**src/rtl/alu_pkg.sv**
```systemverilog
// rtl/alu_pkg.sv - op encodings, flag bit positions and FSM state codes for the ALU sequencer
package alu_pkg;

    localparam logic [1:0] OP_ADD = 2'b00;
    localparam logic [1:0] OP_SUB = 2'b01;
    localparam logic [1:0] OP_MUL = 2'b10;
    localparam logic [1:0] OP_RSV = 2'b11;

    localparam int FLG_N = 3;
    localparam int FLG_Z = 2;
    localparam int FLG_C = 1;
    localparam int FLG_V = 0;

    localparam logic [2:0] ST_IDLE  = 3'd0;
    localparam logic [2:0] ST_ISSUE = 3'd1;
    localparam logic [2:0] ST_WAIT  = 3'd2;
    localparam logic [2:0] ST_NEG   = 3'd3;
    localparam logic [2:0] ST_MSTEP = 3'd4;
    localparam logic [2:0] ST_DONE  = 3'd5;

endpackage

```
**src/rtl/alu_flag_gen.sv**
```systemverilog
// rtl/alu_flag_gen.sv - combinational NZCV generation for ADD/SUB/MUL/reserved results
module alu_flag_gen
    import alu_pkg::*;
#(
    parameter int WIDTH = 32
) (
    input  logic [1:0]       op,
    input  logic             a_msb,
    input  logic             b_msb,
    input  logic [WIDTH-1:0] res_lo,
    input  logic [WIDTH-1:0] res_hi,
    input  logic             cout,
    input  logic             c1,
    output logic [3:0]       flags
);
    always_comb begin
        flags = '0;
        case (op)
            OP_ADD: begin
                flags[FLG_N] = res_lo[WIDTH-1];
                flags[FLG_Z] = (res_lo == '0);
                flags[FLG_C] = cout;
                flags[FLG_V] = (a_msb == b_msb) && (res_lo[WIDTH-1] != a_msb);
            end
            OP_SUB: begin
                // c1 covers b==0, where negating b itself carries out
                flags[FLG_N] = res_lo[WIDTH-1];
                flags[FLG_Z] = (res_lo == '0);
                flags[FLG_C] = c1 | cout;
                flags[FLG_V] = (a_msb != b_msb) && (res_lo[WIDTH-1] != a_msb);
            end
            OP_MUL: begin
                flags[FLG_N] = res_hi[WIDTH-1];
                flags[FLG_Z] = (res_lo == '0) && (res_hi == '0);
                flags[FLG_C] = (res_hi != '0);
            end
            default: flags[FLG_Z] = 1'b1;
        endcase
    end
endmodule

```
**src/rtl/alu_seq_ctrl.sv**
```systemverilog
// rtl/alu_seq_ctrl.sv - multi-cycle ADD/SUB/MUL sequencer driving one shared external adder
module alu_seq_ctrl
    import alu_pkg::*;
#(
    parameter int WIDTH   = 32,
    parameter int ADD_LAT = 0
) (
    input  logic             CLK,
    input  logic             RST,
    input  logic             start,
    input  logic [1:0]       op,
    input  logic [WIDTH-1:0] operand_a,
    input  logic [WIDTH-1:0] operand_b,
    output logic             ready,
    output logic             done,
    output logic [WIDTH-1:0] result,
    output logic [WIDTH-1:0] result_hi,
    output logic [3:0]       flags,
    output logic [WIDTH-1:0] add_a,
    output logic [WIDTH-1:0] add_b,
    input  logic [WIDTH-1:0] add_sum,
    input  logic             add_cout
);
    localparam int CW = $clog2(WIDTH) + 1;

    logic [2:0]       state_q, state_d, pass_q, pass_d, pass;
    logic [1:0]       op_q, op_d;
    logic [WIDTH-1:0] a_q, a_d, b_q, b_d, nb_q, nb_d, hi_q, hi_d;
    logic             c1_q, c1_d;
    logic [CW-1:0]    cnt_q, cnt_d;
    logic             done_q, done_d;
    logic [WIDTH-1:0] result_q, result_d, result_hi_q, result_hi_d;
    logic [3:0]       flags_q, flags_d, flags_n;
    logic             capture, finish;
    logic [WIDTH-1:0] res_lo_n, res_hi_n;

    // In WAIT the operands of the pass being waited on stay on the adder
    always_comb begin
        pass = (state_q == ST_WAIT) ? pass_q : state_q;
        if (ADD_LAT == 0)
            capture = (state_q == ST_NEG) || (state_q == ST_ISSUE) || (state_q == ST_MSTEP);
        else
            capture = (state_q == ST_WAIT);
        add_a = '0;
        add_b = '0;
        case (pass)
            ST_NEG: begin
                add_a = ~b_q;
                add_b = WIDTH'(1);
            end
            ST_ISSUE: begin
                add_a = a_q;
                add_b = (op_q == OP_SUB) ? nb_q : b_q;
            end
            ST_MSTEP: begin
                add_a = hi_q;
                add_b = a_q[0] ? b_q : '0;
            end
            default: ;
        endcase
        res_lo_n = add_sum;
        res_hi_n = '0;
        if (pass == ST_MSTEP) begin
            res_hi_n = {add_cout, add_sum[WIDTH-1:1]};
            res_lo_n = {add_sum[0], a_q[WIDTH-1:1]};
        end
    end

    alu_flag_gen #(.WIDTH(WIDTH)) u_flag_gen (
        .op     (op_q),
        .a_msb  (a_q[WIDTH-1]),
        .b_msb  (b_q[WIDTH-1]),
        .res_lo (res_lo_n),
        .res_hi (res_hi_n),
        .cout   (add_cout),
        .c1     (c1_q),
        .flags  (flags_n)
    );

    // a_q doubles as the multiplier/low-product shift register during MUL
    always_comb begin
        state_d     = state_q;
        pass_d      = pass_q;
        op_d        = op_q;
        a_d         = a_q;
        b_d         = b_q;
        nb_d        = nb_q;
        c1_d        = c1_q;
        hi_d        = hi_q;
        cnt_d       = cnt_q;
        done_d      = 1'b0;
        result_d    = result_q;
        result_hi_d = result_hi_q;
        flags_d     = flags_q;
        finish      = 1'b0;
        if (state_q == ST_IDLE) begin
            if (start) begin
                op_d  = op;
                a_d   = operand_a;
                b_d   = operand_b;
                hi_d  = '0;
                cnt_d = '0;
                case (op)
                    OP_ADD:  state_d = ST_ISSUE;
                    OP_SUB:  state_d = ST_NEG;
                    OP_MUL:  state_d = ST_MSTEP;
                    default: state_d = ST_DONE;
                endcase
            end
        end else if (state_q == ST_DONE) begin
            state_d     = ST_IDLE;
            done_d      = 1'b1;
            result_d    = '0;
            result_hi_d = '0;
            flags_d     = flags_n;
        end else if (!capture) begin
            pass_d  = state_q;
            state_d = ST_WAIT;
        end else begin
            case (pass)
                ST_NEG: begin
                    nb_d    = add_sum;
                    c1_d    = add_cout;
                    state_d = ST_ISSUE;
                end
                ST_ISSUE: finish = 1'b1;
                ST_MSTEP: begin
                    hi_d    = res_hi_n;
                    a_d     = res_lo_n;
                    cnt_d   = cnt_q + CW'(1);
                    state_d = ST_MSTEP;
                    finish  = (cnt_q == CW'(WIDTH - 1));
                end
                default: ;
            endcase
        end
        if (finish) begin
            state_d     = ST_IDLE;
            done_d      = 1'b1;
            result_d    = res_lo_n;
            result_hi_d = res_hi_n;
            flags_d     = flags_n;
        end
    end

    always_ff @(posedge CLK) begin
        if (RST) begin
            state_q     <= ST_IDLE;
            pass_q      <= ST_IDLE;
            op_q        <= OP_ADD;
            a_q         <= '0;
            b_q         <= '0;
            nb_q        <= '0;
            c1_q        <= 1'b0;
            hi_q        <= '0;
            cnt_q       <= '0;
            done_q      <= 1'b0;
            result_q    <= '0;
            result_hi_q <= '0;
            flags_q     <= '0;
        end else begin
            state_q     <= state_d;
            pass_q      <= pass_d;
            op_q        <= op_d;
            a_q         <= a_d;
            b_q         <= b_d;
            nb_q        <= nb_d;
            c1_q        <= c1_d;
            hi_q        <= hi_d;
            cnt_q       <= cnt_d;
            done_q      <= done_d;
            result_q    <= result_d;
            result_hi_q <= result_hi_d;
            flags_q     <= flags_d;
        end
    end

    assign ready     = (state_q == ST_IDLE);
    assign done      = done_q;
    assign result    = result_q;
    assign result_hi = result_hi_q;
    assign flags     = flags_q;
endmodule

```
**config.mk**
```make
export PLATFORM = sky130hd
export DESIGN_NAME = alu_seq_ctrl
export DESIGN_NICKNAME = d
export VERILOG_FILES = /design/src/rtl/alu_pkg.sv /design/src/rtl/alu_flag_gen.sv /design/src/rtl/alu_seq_ctrl.sv
export SDC_FILE = /design/constraint.sdc
export NUM_CORES = 1
export LEC_CHECK = 0
export BUFFER_PORTS_ARGS = -buffer_cell sky130_fd_sc_hd__buf_2
export CORE_AREA = 2 2 145 218
export CTS_CLUSTER_DIAMETER = 60
export DETAILED_ROUTE_END_ITERATION = 8
export DIE_AREA = 0 0 147 220
export HOLD_SLACK_MARGIN = 0.15
export RECOVER_POWER = 100
export SYNTH_ARGS = -nofsm -noshare
export SYNTH_HDL_FRONTEND = slang
export SYNTH_SLANG_ARGS = --single-unit
```
**constraint.sdc**
```tcl
create_clock -name CLK -period 3.1 [get_ports CLK]
set_clock_uncertainty 0.15 [all_clocks]
set_input_delay 0.31 -clock CLK [delete_from_list [all_inputs] [get_ports CLK]]
set_output_delay 0.31 -clock CLK [all_outputs]
set_load 0.05 [all_outputs]
```
==> results of run 1 <==
-- sequential cells by signal, indices dropped and copies added, names as in the netlist --
| register | cells |
|---|---|
| a_q | 32 |
| pass_q | 3 |
| c1_q | 1 |
| done | 1 |
| flags | 4 |
| cnt_q | 6 |
| op_q | 2 |
| result_hi | 32 |
| result | 32 |
| state_q | 3 |
| hi_q | 32 |
| nb_q | 32 |
| b_q | 32 |
-- synth_stat cells (all sizes together), types with 6 or more instances --
cell type,number
clkbuf,77
nor2,142
a21oi,82
mux2,31
nand4,6
a22o,33
a22oi,127
nor4,15
buf,22
nand3b,30
o21ai,90
dfxtp,212
nand2,143
nor3,7
-- final cells by class --
class / instances / area (µm²)
well taps: 405 / 506.7
clock inverters: 8 / 53.80
inverters: 4 / 15.01
multi-input cells: 765 / 4420
repair buffers: 377 / 2988
clock buffers: 34 / 696.9
flip-flops and latches: 212 / 4248
fillers: 3091 / 17710
-- cells by family (layout without fill, tap and decap cells) --
logic type                 Yosys count  count (layout)  share of synthesized area
and+or+nand+nor                    372             372                     0.1840
xor gates and xnor gates             4               4                   0.003877
adders and majority gates            1               1                   0.001384
buffers and inverters              103             423                    0.04540
DFF                                212             212                     0.4695
muxes                               33              33                    0.04084
AOI/OAI and AO/OA                  355             355                     0.2550
-- placed cells by master, fill, tap and decap left out, types with 3 or more instances in the layout --
| cell | netlist | routed |
|---|---|---|
| a211oi_1 | 3 | 3 |
| a21oi_1 | 82 | 80 |
| a222oi_1 | 3 | 3 |
| a22o_1 | 33 | 33 |
| a22oi_1 | 127 | 127 |
| and2_1 | 4 | 3 |
| buf_12 | 0 | 35 |
| buf_2 | 13 | 124 |
| buf_4 | 2 | 33 |
| clkbuf_1 | 77 | 73 |
| clkbuf_16 | 0 | 24 |
| clkbuf_4 | 0 | 3 |
| clkbuf_8 | 0 | 8 |
| clkinv_2 | 0 | 3 |
| clkinvlp_4 | 0 | 4 |
| dfxtp_1 | 212 | 209 |
| dfxtp_2 | 0 | 3 |
| dlygate4sd3_1 | 0 | 108 |
| inv_1 | 3 | 3 |
| mux2_1 | 0 | 7 |
| mux2_2 | 31 | 24 |
| nand2_1 | 143 | 143 |
| nand2b_1 | 5 | 5 |
| nand3_1 | 3 | 3 |
| nand3b_1 | 30 | 30 |
| nand4_1 | 6 | 6 |
| nor2_1 | 142 | 140 |
| nor2b_1 | 5 | 5 |
| nor3_1 | 7 | 7 |
| nor4_1 | 15 | 15 |
| o21a_1 | 3 | 3 |
| o21ai_0 | 83 | 83 |
| o21ai_1 | 7 | 6 |
| xor2_1 | 3 | 3 |
-- power by group through the flow --
| stage | Clock, mW | Sequential, mW | Combinational, mW |
|---|---|---|---|
| 2_1_floorplan | 0 | 3.07 | 0.599 |
| 3_3_place_gp | 0 | 3.08 | 1.07 |
| 3_5_place_dp | 0 | 3.08 | 1.07 |
| 4_1_cts | 2.79 | 3.02 | 1.19 |
| 5_1_grt | 2.91 | 3.03 | 1.28 |
| 6_report | 2.74 | 3.02 | 1.20 |
-- worst register-to-register path, stage by stage (launching register included) --
cell and delay [ns]:
dfxtp_2 0.37, or3b_4 0.43, o31ai_4 0.31, buf_4 0.19
buf_12 0.16, buf_4 0.19, mux2_2 0.35, nor2_1 0.09
o21ai_1 0.07, dlygate4sd3_1 0.54
-- metrics by stage --
| stage | power, mW | instance area [µm²] | setup slack [ns] | util |
|---|---|---|---|---|
| floorplan | 3.671 | 9039 | 0.4294 | - |
| global placement | 4.144 | 11110 | 0.3209 | 0.3625 |
| detailed placement | 4.153 | 11110 | 0.2851 | 0.3625 |
| CTS | 7.003 | 12970 | 0.04742 | 0.4233 |
| global route | 7.213 | 12930 | -0.006126 | 0.4219 |
| finish | 6.962 | 12930 | 0.04296 | 0.4219 |
-- path summary, 6_finish.rpt --
kind,startpoint,end,slack (ns),cells past startpoint
hold / removal,result[31]$_SDFFE_PP0P_,result[31]$_SDFFE_PP0P_,0.31,2
hold reg to reg,result[31]$_SDFFE_PP0P_,result[31]$_SDFFE_PP0P_,0.31,2
setup reg to reg,state_q[2]$_SDFFE_PP0P_,a_q[12]$_SDFFE_PP0P_,0.13,9
setup / recovery,state_q[2]$_SDFFE_PP0P_,add_a[9],0.04,7
-- metal layers --
layer | up-vias | GRT usage | wire length (µm)
met5 | - | 0 | 0
met4 | 0 | 0.1522 | 2674
met3 | 113 | 0.02836 | 1904
met2 | 374 | 0.4374 | 21030
met1 | 4623 | 0.2332 | 13520
li1 | 4466 | - | -
-- what timing repair did --
item	in CTS	in global routing
gates cloned	0	1
hold buffers	108	0
pin swaps	1	1
setup endpoints to repair	57	24
resized for setup	10	7
setup buffers	1	3
endpoints found under the hold margin	188	0
==> metrics.txt, run 1 <==
outcome=complete, no violations; Flop pwr share=0.434; vias per inst=5.305; Synthesis Warnings=0; drt drc=0; internal power=4.856 mW; Setup TNS=0 ns; CTS tree=done; First DRT Iteration DRCs=between 700 and 800; leak pwr=4.817 nW; vias in the first global route=9,413; asr flop ratio synth=0; routability cong.=0.8626; Die H=220 µm; Hold Vio Cnt, Final=0; DR WL/cell=between 20 and 25 µm; clock buffer count from CTS=23; n_diodes=0; critical path peak fanout=23; WP buf/inv=3; endpoint class of the critical path=output pin; Post-Syn Instances=1,080; core area=~31,000 µm²; number of flops mapped to enable cells by yosys=0; first-pass GRT wire length=~56 mm; post-DP HPWL=27.55 mm; worst hold margin=0.3051 ns; Pre-antenna DRT Iters=5; Min-Delay Path Class=flip-flop to flip-flop; Reg clk slew, reported paths=~0.060 ns; PD cells=538.5 nW/µm²; GRT Overall Usage=0.2294; ANT nets after route=0; initial antenna violation count=0; Synth top area share=0.4695; Tmin final=3.057 ns; Slowest Stage Delay on Critical Path=0.43 ns; largest net degree at the start of global routing=103; final period utilization=0.9861; Slew @ Worst Pin=1.199 ns; net switching power figure=2.106 mW; Clock Root Buffer=clkbuf_16; register area share after synthesis=0.4695; post-synth top area cell=dfxtp_1; Non-Filler Instances=1,805; syn_area_per_cell=8.369 µm²; Clock Power Share=0.394; port bufs=235; maximum VDD drop=roughly 350 µV; Vias=roughly 9,600; worst skew pair latency=~0.54 ns; syn nets=1,183; largest cells by area after synthesis=dfxtp_1 (47%), a22oi_1 (11%), nand2_1 (5.9%); # clock sinks=212; CTS max path bufs=3; full die area=32,340 µm²; GRT Residual Overflow=0; Slowest-stage cell, CP=or3b_4; Rows=79; synthesis-to-finish area growth=43.04%; switching part of the total=0.3025; H-tree depth=1; total of max-cap violations=0; startpoint types=flip-flop; Comb power frac=0.172; share of cells above drive strength 1=0.1971; cells along the critical path=or3b_4 > o31ai_4 > buf_4 > buf_12 > a22oi_1 > o21ai_0 > clkbuf_4; Yosys reg bits=212; CP required=about 2.6 ns; # placed instances=between 1,500 and 2,000; IO Pins=between 200 and 250; die width=147 µm; CP top delay family=buffers and inverters; # nets final=1,486; Rel. slew slack=0.2006; most common flop cell mapped by yosys=dfxtp_1; final wirelength=39.13 mm; Synth Cell Area=around 9000 µm²; Data arrival, critical path=2.60 ns; fin. max-slew vios=0; Yosys cell types=52; endpoints failing setup=0; Initial Utilization=0.2950; Achievable Freq=327.1 MHz; Setup CP Type=flip-flop to output pin
Note: power is estimated with default switching activity, not from simulation.
==> run 2, diff against run 1 <==
- clock period: 3.1 -> 3.6 ns (I/O delays scaled with it)
==> run 2 against run 1 <==
The run now ends with max-capacitance violations, max-slew violations left. Critical path type unchanged. Sequential share of layout area is 2.0 points higher. Register-to-register slack better by 0.24 ns. Setup slack better by 0.20 ns. Largest power group unchanged. Combinational power is 20% lower. Flip-flop and latch count stayed put. Critical endpoint is now add_a[21].
==> metrics.txt, run 2 (same netlist as run 1, synthesis figures left out) <==
Clock Root Buffer=clkbuf_16; Slowest-stage cell, CP=dfxtp_1; failing checks=max-capacitance violations, max-slew violations; outcome=finished with violations; Clock Power Share=0.396; Data arrival, critical path=2.85 ns; vias per inst=5.357; CP Depth=7; most frequent cells in the layout=dfxtp_1 (210), nand2_1 (143), nor2_1 (140), a22oi_1 (127), buf_2 (106); leak pwr=4.552 nW; R2R Path End=result_hi[21]$_SDFFE_PP0P_; reg2reg start=cnt_q[0]$_SDFFE_PP0P_; Setup CP Type=flip-flop to output pin; # clock sinks=212; CP required=3.09 ns; Layout fillers=3,233; critical path peak fanout=32; First DRT Iteration DRCs=roughly 760; maximum VDD drop=between 300 and 400 µV; Initial Utilization=0.2950; PD cells=484.8 nW/µm²; setup repair bufs after CTS=0; total chip power=5.903 mW; post-DP HPWL=28.00 mm; endpoint class of the critical path=output pin; # nets final=1,466; CTS tree=done; DR WL/cell=22.02 µm; total of max-cap violations=2; startpoint types=flip-flop; die width=147 µm; Pre-antenna DRT Iters=6; met3 usage=0.02940; n_diodes=0; share of cells above drive strength 1=0.1895; internal power=4.126 mW; met2 Use GR=0.4473; Comb power frac=0.162; endpoints failing setup=0; net switching power figure=1.778 mW; Hold Vio Cnt, Final=0; Vias=9,546; Reg2Reg Setup Slack=0.37 ns; ANT nets after route=0; GRT busiest layer=met2; full die area=32,340 µm²; Crit. Startpoint=state_q[0]$_SDFFE_PP0P_; Reg clk slew, reported paths=0.07 ns; switching part of the total=0.3012; Rows=79; most common cell after layout, fill and taps aside=dfxtp_1; fin. max-slew vios=~150; WP buf/inv=3; RSZ-0062 raised after global routing=no; routability cong.=0.8495; drt drc=0; H-tree depth=1; CP top delay family=buffers and inverters; Flop pwr share=0.441; clock buffer count from CTS=23; cells along the critical path=inv_1 > a21oi_1 > and2_0 > buf_4 > a22oi_1 > o21ai_0 > clkbuf_2; vias in the first global route=9,292; Critical Path End=add_a[21]; final period utilization=0.9320; Min-Delay Path Class=flip-flop to flip-flop; IO Pins=236; synthesis-to-finish area growth=34.73%; first-pass GRT wire length=57.21 mm; port bufs=235; GRT Overall Usage=0.2332; core area=~31,000 µm²; Slew @ Worst Pin=2.425 ns; largest net degree at the start of global routing=116; Tmin final=between 3 and 4 ns; Rel. slew slack=-0.6164; initial antenna violation count=0; Reg2Reg Depth=6; worst skew pair latency=roughly 0.53 ns; Setup TNS=0 ns; final wirelength=39.25 mm; Die H=around 220 µm; met1 Use GR=0.2361; Slowest Stage Delay on Critical Path=0.63 ns; Achievable Freq=about 300 MHz; GRT Residual Overflow=0; CTS max path bufs=3
## run 2: cell types whose count changed in the layout (fill, tap and decap cells not counted), sizes merged
cell	change
bufinv	+1
buf	-76
clkbuf	+59
inv	+1
clkinvlp	-2
clkinv	+2
dlygate4sd3	-8
## run 2: routing by layer
metal / vias up / part of all wire / wire length, µm
met3: 126 / 0.050 / 1957
met5: - / 0 / 0
met4: 0 / 0.073 / 2879
li1: 4430 / - / -
met1: 4587 / 0.34 / 13390
met2: 403 / 0.54 / 21020
## run 2: worst min path at each step
stage                       startpoint                 endpoint  cells after the start
6_report         nb_q[21]$_SDFFE_PP0P_    nb_q[21]$_SDFFE_PP0P_                      2
5_1_grt          nb_q[12]$_SDFFE_PP0P_    nb_q[12]$_SDFFE_PP0P_                      2
4_1_cts                            RST    cnt_q[1]$_SDFFE_PP0P_                      2
3_5_place_dp   result[31]$_SDFFE_PP0P_  result[31]$_SDFFE_PP0P_                      2
3_3_place_gp   result[31]$_SDFFE_PP0P_  result[31]$_SDFFE_PP0P_                      2
2_1_floorplan     nb_q[0]$_SDFFE_PP0P_     nb_q[0]$_SDFFE_PP0P_                      2
## run 2: per-stage QoR
step	worst slack (ns)	instance area (µm²)	hold slack [ns]	std cells	utilization
after detailed placement	0.6929	11020	0.2966	1643	0.3595
final	0.2447	12180	0.3087	1782	0.3974
after CTS	0.1315	12760	0.2481	1782	0.4163
after global routing	0.02971	12180	0.3334	1782	0.3974
after floorplan	0.8794	9039	0.2865	1080	-
after global placement	0.6929	11020	0.2933	1643	0.3595
## run 2: final cells by class
cell class	instances	area [µm²]	area share
clock buffers	29	648.1	0.05322
clock inverters	10	91.34	0.007500
inverters	4	15.01	0.001233
multi-input cells	765	4404	0.3617
flip-flops and latches	212	4247	0.3487
well taps	405	506.7	0.04161
repair buffers	357	2266	0.1861
## run 2: power by group through the flow
stage                     clock [mW]  combinational (mW)  sequential [mW]
final                           2.34               0.959             2.60
after global routing            2.48                1.03             2.62
after detailed placement           0               0.909             2.66
after global placement             0               0.903             2.66
after floorplan                    0               0.516             2.65
after CTS                       2.39                1.00             2.61
## run 2: what timing repair did
item,CTS,global route
resized for setup,0,2
hold buffers,100,0
setup endpoints to repair,0,3
endpoints found under the hold margin,163,0
## run 2: worst register-to-register path, cell delays in order (launching register included)
cell	delay (ns)
dfxtp_1	0.34
ha_1	0.22
and3b_1	0.23
a41oi_2	1.10
clkbuf_2	0.70
a22oi_1	0.20
nor2_1	0.15
